$ cat src/rtl/ps_gpio_bridge_pkg.sv
// ---------------------------------------------------------------------------
// ps_gpio_bridge_pkg
// Shared definitions for the PS/MCU GPIO pad bridge.
//   OWNER_MCU / OWNER_PS : per-pin ownership encoding held in the owner register
//   DEFAULT_SYNC_STAGES  : default input synchroniser depth
//   DEFAULT_DEB_W        : default debounce counter / threshold width
//   deb_cnt_t            : debounce counter type at the default width
// ---------------------------------------------------------------------------
package ps_gpio_bridge_pkg;

   localparam logic OWNER_MCU = 1'b0;
   localparam logic OWNER_PS  = 1'b1;

   localparam int DEFAULT_SYNC_STAGES = 2;
   localparam int DEFAULT_DEB_W       = 8;

   typedef logic [DEFAULT_DEB_W-1:0] deb_cnt_t;

endpackage

$ cat src/rtl/gpio_in_filter.sv
// ---------------------------------------------------------------------------
// gpio_in_filter
// One pad input channel: synchroniser, debounce filter and edge detector.
// Ports:
//   clk_i, rst_i : clock, asynchronous active-high reset
//   pad_i        : raw asynchronous pad input
//   thresh_i     : debounce threshold in cycles (0 and 1 both mean no filtering)
//   rise_en_i    : rising-edge report enable
//   fall_en_i    : falling-edge report enable
//   f_o          : filtered input level
//   rise_o       : one-cycle pulse on an enabled rising edge of f_o
//   fall_o       : one-cycle pulse on an enabled falling edge of f_o
// ---------------------------------------------------------------------------
module gpio_in_filter
   import ps_gpio_bridge_pkg::*;
#(
   parameter int SYNC_STAGES = DEFAULT_SYNC_STAGES,
   parameter int DEB_W       = DEFAULT_DEB_W
) (
   input  logic             clk_i,
   input  logic             rst_i,
   input  logic             pad_i,
   input  logic [DEB_W-1:0] thresh_i,
   input  logic             rise_en_i,
   input  logic             fall_en_i,
   output logic             f_o,
   output logic             rise_o,
   output logic             fall_o
);

   logic [SYNC_STAGES-1:0] r_sync;
   logic                   r_filt;
   logic                   r_filt_d;
   logic [DEB_W-1:0]       r_cnt;

   logic                   w_s;
   logic [DEB_W:0]         w_cnt_inc;

   assign w_s = r_sync[SYNC_STAGES-1];

   // One extra bit so c+1 is compared against the threshold without wrapping.
   assign w_cnt_inc = {1'b0, r_cnt} + {{DEB_W{1'b0}}, 1'b1};

   always_ff @(posedge clk_i or posedge rst_i) begin
      if (rst_i) begin
         r_sync   <= '0;
         r_filt   <= 1'b0;
         r_filt_d <= 1'b0;
         r_cnt    <= '0;
      end else begin
         r_sync   <= {r_sync[SYNC_STAGES-2:0], pad_i};
         r_filt_d <= r_filt;
         if (w_s == r_filt) begin
            // Any return to the filtered level restarts the stability count.
            r_cnt <= '0;
         end else if (w_cnt_inc >= {1'b0, thresh_i}) begin
            r_filt <= w_s;
            r_cnt  <= '0;
         end else begin
            r_cnt <= w_cnt_inc[DEB_W-1:0];
         end
      end
   end

   assign f_o    = r_filt;
   assign rise_o = r_filt & ~r_filt_d & rise_en_i;
   assign fall_o = ~r_filt & r_filt_d & fall_en_i;

endmodule

$ cat src/rtl/ps_gpio_pad_bridge.sv
// ---------------------------------------------------------------------------
// ps_gpio_pad_bridge
// Per-pin ownership bridge between the PS EMIO GPIO bank and MCU pads.
// Ports:
//   clk_i, rst_i          : clock, asynchronous active-high reset
//   ps_sel_i              : per-pin owner request (1 = PS, 0 = MCU)
//   ps_out_i / ps_oe_i    : PS drive value / enable
//   mcu_out_i / mcu_oe_i  : MCU drive value / enable
//   pad_in_i              : raw asynchronous pad inputs
//   pad_out_o / pad_oe_o  : registered pad drive value / enable
//   ps_in_o / mcu_in_o    : filtered pad inputs (identical, owner independent)
//   deb_thresh_i          : global debounce threshold in cycles
//   rise_en_i / fall_en_i : per-pin edge interrupt enables
//   irq_clr_i             : write-1 clear of pending flags
//   irq_pending_o         : sticky per-pin pending flags
//   irq_o                 : registered OR of the pending flags
// ---------------------------------------------------------------------------
module ps_gpio_pad_bridge
   import ps_gpio_bridge_pkg::*;
#(
   parameter int NUM_PINS    = 32,
   parameter int SYNC_STAGES = DEFAULT_SYNC_STAGES,
   parameter int DEB_W       = DEFAULT_DEB_W
) (
   input  logic                clk_i,
   input  logic                rst_i,
   input  logic [NUM_PINS-1:0] ps_sel_i,
   input  logic [NUM_PINS-1:0] ps_out_i,
   input  logic [NUM_PINS-1:0] ps_oe_i,
   output logic [NUM_PINS-1:0] ps_in_o,
   input  logic [NUM_PINS-1:0] mcu_out_i,
   input  logic [NUM_PINS-1:0] mcu_oe_i,
   output logic [NUM_PINS-1:0] mcu_in_o,
   input  logic [NUM_PINS-1:0] pad_in_i,
   output logic [NUM_PINS-1:0] pad_out_o,
   output logic [NUM_PINS-1:0] pad_oe_o,
   input  logic [DEB_W-1:0]    deb_thresh_i,
   input  logic [NUM_PINS-1:0] rise_en_i,
   input  logic [NUM_PINS-1:0] fall_en_i,
   input  logic [NUM_PINS-1:0] irq_clr_i,
   output logic [NUM_PINS-1:0] irq_pending_o,
   output logic                irq_o
);

   logic [NUM_PINS-1:0] r_sel;
   logic [NUM_PINS-1:0] r_pad_out;
   logic [NUM_PINS-1:0] r_pad_oe;
   logic [NUM_PINS-1:0] r_pending;
   logic                r_irq;

   logic [NUM_PINS-1:0] w_turn;
   logic [NUM_PINS-1:0] w_drv_out;
   logic [NUM_PINS-1:0] w_drv_oe;
   logic [NUM_PINS-1:0] w_filt;
   logic [NUM_PINS-1:0] w_rise;
   logic [NUM_PINS-1:0] w_fall;

   genvar gi;
   generate
      for (gi = 0; gi < NUM_PINS; gi++) begin : g_pin
         gpio_in_filter #(
            .SYNC_STAGES (SYNC_STAGES),
            .DEB_W       (DEB_W)
         ) u_filt (
            .clk_i     (clk_i),
            .rst_i     (rst_i),
            .pad_i     (pad_in_i[gi]),
            .thresh_i  (deb_thresh_i),
            .rise_en_i (rise_en_i[gi]),
            .fall_en_i (fall_en_i[gi]),
            .f_o       (w_filt[gi]),
            .rise_o    (w_rise[gi]),
            .fall_o    (w_fall[gi])
         );

         // Drive selection uses the registered owner, never the raw request.
         assign w_drv_out[gi] = (r_sel[gi] == OWNER_PS) ? ps_out_i[gi] : mcu_out_i[gi];
         assign w_drv_oe[gi]  = (r_sel[gi] == OWNER_PS) ? ps_oe_i[gi]  : mcu_oe_i[gi];
      end
   endgenerate

   // A pin whose request differs from its registered owner is handing over.
   assign w_turn = ps_sel_i ^ r_sel;

   always_ff @(posedge clk_i or posedge rst_i) begin
      if (rst_i) begin
         r_sel     <= {NUM_PINS{OWNER_MCU}};
         r_pad_out <= '0;
         r_pad_oe  <= '0;
         r_pending <= '0;
         r_irq     <= 1'b0;
      end else begin
         // Turnaround blanks the pin for one cycle while the owner updates;
         // pins not in turnaround already have r_sel == ps_sel_i.
         r_sel     <= ps_sel_i;
         r_pad_out <= w_drv_out & ~w_turn;
         r_pad_oe  <= w_drv_oe & ~w_turn;
         // A new edge wins over a clear in the same cycle.
         r_pending <= (r_pending & ~irq_clr_i) | w_rise | w_fall;
         r_irq     <= |r_pending;
      end
   end

   assign pad_out_o     = r_pad_out;
   assign pad_oe_o      = r_pad_oe;
   assign ps_in_o       = w_filt;
   assign mcu_in_o      = w_filt;
   assign irq_pending_o = r_pending;
   assign irq_o         = r_irq;

endmodule

$ cat config.mk
export PLATFORM = sky130hd
export DESIGN_NAME = ps_gpio_pad_bridge
export DESIGN_NICKNAME = d
export VERILOG_FILES = /design/src/rtl/ps_gpio_bridge_pkg.sv /design/src/rtl/gpio_in_filter.sv /design/src/rtl/ps_gpio_pad_bridge.sv
export SDC_FILE = /design/constraint.sdc
export NUM_CORES = 1
export LEC_CHECK = 0
export ABC_AREA = 1
export BUFFER_PORTS_ARGS = -buffer_cell sky130_fd_sc_hd__buf_2
export CORE_MARGIN = 1
export CORE_UTILIZATION = 50
export DETAILED_ROUTE_END_ITERATION = 16
export PLACE_DENSITY_LB_ADDON = 0.3
export SLEW_MARGIN = 20
export SYNTH_ARGS = -nofsm -noshare
export SYNTH_HDL_FRONTEND = slang
export SYNTH_SLANG_ARGS = --single-unit
$ cat constraint.sdc
create_clock -name clk_i -period 17.5 [get_ports clk_i]
set_input_delay 0.875 -clock clk_i [delete_from_list [all_inputs] [get_ports clk_i]]
set_output_delay 0.875 -clock clk_i [all_outputs]
set_load 0.005 [all_outputs]
# [Word-level counts from Yosys, hierarchy flattened]
# Index checks and enable logic that the tools add are counted.
[word_totals] wordCells=622 out_inout_bits=161 input_bits=298 reg_bits=513
[classes] n_addsub=32 n_reduce_logical=33 mux=128 n_bitwise=232 n_lt_le_gt_ge=32 n_eq_ne=32
[op_table] op="8-bit 2-to-1 mux" n=64
[op_table] op="8-bit by 1-bit adder with 9-bit output, second input constant" n=32
[op_table] op="9-bit by 8-bit greater-or-equal comparator with 1-bit output" n=32
[op_table] op="1-bit bitwise AND" n=128
[op_table] op="32-bit bitwise AND" n=3
[op_table] op="1-bit NOT" n=96
[op_table] op="1-bit 2-to-1 mux" n=64
[op_table] op="32-bit NOT" n=2
[op_table] op="32-bit OR" n=2
[op_table] op="2-bit AND reduction" n=32
[op_table] op="1-bit == test" n=32
[op_table] op="32-bit OR reduction" n=1
[op_table] op="32-bit XOR" n=1

# [Longest topological paths before layout]
[depth] ltp_word=5 mapped_depth=16 ltp_nobuf=16

# [Cells and area by module]
# Synthesis repeated with hierarchy kept, for this count alone.
[unflattened] cells_unflattened=3487 hier_area_um2=29288.1
[by_module_without_submodules] mod="gpio_in_filter" n_inst=32 cells_each=91 seq_area_each_um2=300.3 area_per_inst_um2=754.5
[by_module_without_submodules] mod="ps_gpio_pad_bridge" n_inst=1 cells_each=575 seq_area_each_um2=3228.1 area_per_inst_um2=5144.9

# [Worst setup path before layout]
# No wires, ideal clock.
[synth_path] path_kind="input to register" start="in deb_thresh_i[4]" end="reg g_pin[13].u_filt.r_cnt[0]" setup_time_ns=0.077 slack_ns=14.915 t_arrival_ns=2.509 path_buffers=0 required_time_ns=17.423 cell_stages=11 path_cell_list="inv_1 -> ha_1 -> nand2_1 -> inv_1 -> nand2_1 -> nand3_1 -> nand2_1 -> nand2_1 -> nand2_1 -> nand3_1 -> nor2_1"
[synth_via] elab_chain_len=3
[synth_rtl] item="start, declared" line="ps_gpio_pad_bridge.sv:37" text="input logic [DEB_W-1:0] deb_thresh_i,"
[synth_rtl] item="9-bit by 8-bit greater-or-equal comparator with 1-bit output" line="gpio_in_filter.sv:56" text="end else if (w_cnt_inc >= {1'b0, thresh_i}) begin"
[synth_rtl] item="8-bit 2-to-1 mux" line="gpio_in_filter.sv:56"
[synth_rtl] item="8-bit 2-to-1 mux" line="gpio_in_filter.sv:53" text="if (w_s == r_filt) begin"
[synth_rtl] item="end signal, assigned" line="gpio_in_filter.sv:60" text="r_cnt <= w_cnt_inc[DEB_W-1:0];"
[synth_rtl] item="end, declared" line="gpio_in_filter.sv:34" text="logic [DEB_W-1:0] r_cnt;"
# No other way between the ends.
# A chain may end at the register's enable or synchronous reset.

==> impl_metrics.yaml <==
cts:
  post_cts_buffers: 0
  cts_tree: "yes"
  cts_buffer_depth: 3
  cts_resized: 0
  ctsHoldBuffers: 0
  insertion_delay_ns: 0.61
  cts_buffers: 55
  cts_root_buf: "clkbuf_16"
  path_clk_slew_ns: 0.06
  cts.sinks: 513
  h-tree-depth: 2
sta:
  rsz0062_at_grt: "no"
  fin_crit_sh_pct: 15.2
  maxSlewViolCount: 0
  max_freq_mhz: 377
  setup_viol: 0
  final-hold-violation-count: 0
  finalSetupTns_ns: 0
  finalClockSkew_ns: 0.0186
  slew_headroom_pct: 26.5
  setup_slack_ns: 14.84
  fin_crit_ns: 2.66
  worst-slew-pin-transition_ns: 1.10
synth:
  synth-seq-cells: 513
  syn_avg_cell_area_sq_um: 8.47
  yosysSeqAreaShare_pct: 45.8
  postSynthCellCount: 3310
  ys_types: 27
  syn_nets: 3896
  synth_area_sq_um: 28000
  yosysWarnings: 0
placement:
  pre_cts_slack_ns: 14.10
  dp_hpwl_um: 46500
  io_buffers: 458
  place_congestion: 0.898
finish:
  fillerInstances: 4853
  syn_to_final_growth_pct: 17.1
  drive_above_1_share_pct: 16.6
  nNetsFinal: 4358
critical_path:
  worstSetupPathType: "input port to asynchronous set/reset pin"
  path_common_cell: "buf_4"
  critPathArrivalTime_ns: 3.24
  critPathRequiredTime_ns: 18.09
  worst_setup_path_end_kind: "asynchronous set/reset pin"
  rr_worst_depth: 11
  crit_path_start_kind: "input port"
  r2r-end: "g_pin[31].u_filt.r_cnt[2]$_DFF_PP0_"
  crit_chain: "buf_2 -> inv_8 -> buf_4 -> buf_4"
  r2r_start: "g_pin[31].u_filt.r_cnt[0]$_DFF_PP0_"
  path_max_fanout: 106
  critPathCapture: "g_pin[18].u_filt.r_cnt[3]$_DFF_PP0_"
  rrSetupSlack_ns: 15.12
  slowest_stage: "buf_4"
  worst_path_largest_cell_delay_ns: 0.87
  startpoint: "rst_i"
grt:
  gr-total-overflow: 0
  grt_pass1_wl_um: 104000
  antenna_found_initial: 17
  grt_pass1_vias: 21327
  grt_start_max_net_pins: 107
  grt_usage_pct: 23.0
drt:
  drt_wl_total_um: 64600
  ant_nets: 0
  via_count: 21984
  drtIter0Drc: 964
  via_per_inst: 4.81
  post_drt_wl_per_cell_um: 14.1
  drt-pass1-iter-count: 5
  route.detailed.drc: 0
die:
  start_util_pct: 50.8
  core_area_sq_um: 55200
  chipHeight_um: 239
  pin_count: 459
  rows: 86
  die_area_sq_um: 57000
  dieWidth_um: 239
power_and_ir_drop:
  power.leakage_nw: 19.0
  ir_worst_vdd_mv: 0.0768
  powerDensity_nw_per_um2: 113
run_status:
  outcome: "finished clean"
run:
  cap_violations: 0
hold_path:
  hold_path.class: "register to register"
  hold_path.startpoint: "g_pin[25].u_filt.r_sync[0]$_DFF_PP0_"
[stage by stage]
| step | hold slack (ns) | cells | utilization (%) | cell area, sq um | total power, W |
|---|---|---|---|---|---|
| 6_report | 0.335 | 4574 | 59.5 | 32800 | 0.00371 |
| 2_1_floorplan | 0.331 | 3310 | - | 28000 | 0.00221 |
| 4_1_cts | 0.318 | 4567 | 59.5 | 32800 | 0.00376 |
| 3_3_place_gp | 0.331 | 4463 | 55.9 | 30900 | 0.00247 |
| 3_5_place_dp | 0.336 | 4463 | 55.9 | 30900 | 0.00250 |
| 5_1_grt | 0.333 | 4574 | 59.5 | 32800 | 0.00398 |
[layer usage]
metal  part of all wire, %  global-route usage (%)  wire (um)  vias to the layer above
met3                   5.2                    4.80       3390                      125
met2                    47                    38.8      30400                      466
met4                   3.2                    8.29       2070                        6
li1                      -                       -          -                    11300
met1                    44                    29.2      28700                    10087
met5                 0.062                       0         40                        -
[sequential cells by signal, indices dropped and copies added, names as in the netlist]
| signal | count |
|---|---|
| g_pin.u_filt.r_cnt | 256 |
| g_pin.u_filt.r_sync | 64 |
| g_pin.u_filt.f_o | 32 |
| g_pin.u_filt.r_filt_d | 32 |
| irq_pending_o | 32 |
| pad_oe_o | 32 |
| pad_out_o | 32 |
| r_sel | 32 |
| irq_o | 1 |
[kinds of logic after synthesis]
| kind of cell | after synthesis | share of synthesized area (%) |
|---|---|---|
| adders and majority gates | 288 | 12.9 |
| xor gates and xnor gates | 177 | 5.53 |
| buffers and inverters | 574 | 8.54 |
| DFF | 513 | 45.8 |
| AOI/OAI and AO/OA | 217 | 4.56 |
| and+or+nand+nor | 1541 | 22.7 |
[layout make-up]
type / instances / area, sq um / area share (%)
Inverter: 510 / 1920 / 5.85
Clock inverter: 40 / 485 / 1.48
Multi-Input combinational cell: 2223 / 12800 / 39.0
Timing Repair Buffer: 469 / 2370 / 7.23
Antenna cell: 7 / 17.5 / 0.0533
Tap cell: 748 / 936 / 2.85
Clock buffer: 64 / 1460 / 4.45
Sequential cell: 513 / 12800 / 39.1
[how the worst min path moves through the flow]
stage,end,slack (ns),cells past startpoint
2_1_floorplan,g_pin[0].u_filt.r_sync[1]$_DFF_PP0_,0.33,0
3_3_place_gp,g_pin[17].u_filt.r_sync[1]$_DFF_PP0_,0.33,0
3_5_place_dp,g_pin[9].u_filt.r_sync[1]$_DFF_PP0_,0.34,0
4_1_cts,g_pin[19].u_filt.r_sync[0]$_DFF_PP0_,0.32,1
5_1_grt,g_pin[24].u_filt.r_sync[0]$_DFF_PP0_,0.33,1
6_report,g_pin[25].u_filt.r_sync[1]$_DFF_PP0_,0.34,0
[cells in the mapped netlist]
master / number / area, sq um
a31o_2: 8 / 70.1
and2_1: 12 / 75.1
and3_1: 8 / 50.1
o211ai_1: 32 / 240
a21oi_1: 129 / 646
o21ai_0: 7 / 35.0
a31oi_1: 24 / 150
o21bai_1: 10 / 75.1
inv_1: 510 / 1910
or2_1: 1 / 6.26
nand3_2: 14 / 140
ha_1: 288 / 3600
nor3_1: 3 / 15.0
xor2_1: 157 / 1380
nor3_2: 7 / 70.1
dfrtp_1: 513 / 12800
or2_0: 9 / 56.3
nand2_1: 843 / 3160
nand3_1: 191 / 956
nor2_1: 400 / 1500
nor4_1: 2 / 12.5
nand2_2: 21 / 131
nand4_1: 29 / 181
xnor2_1: 20 / 175
a21oi_2: 7 / 61.3
buf_4: 64 / 480
nand3b_1: 1 / 7.51
[cells in the final DEF, fill, tap and decap left out, types with 5 or more instances in the layout]
cell type   count
clkbuf_8        5
clkinv_2       12
buf_4          11
o211ai_1       32
dfrtp_1       513
nand4_1        29
o21ai_0         7
buf_2         458
a31o_2          8
nand3_1       191
nand2_1       843
inv_1         502
nor3_2          7
o21bai_1       10
nor2_1        400
xnor2_1        20
clkbuf_16      55
inv_2           7
nand2_2        21
or2_0           9
clkinv_4        7
bufinv_16       9
nand3_2        14
and3_1          8
a21oi_1       129
diode_2         7
a31oi_1        24
a21oi_2         7
clkinvlp_4      9
ha_1          288
xor2_1        157
and2_1         12
[critical path, delay by kind of cell]
family                 cells  cell delay (ns)
buffers and inverters      4             2.26
[power by group]
| part | internal [W] | switching (W) | total, W |
|---|---|---|---|
| Combinational | 0.000379 | 0.000544 | 0.000923 |
| Clock | 0.000735 | 0.000499 | 0.00123 |
| Sequential | 0.00137 | 0.000177 | 0.00155 |
No activity file was read; power rests on OpenSTA's default activity.
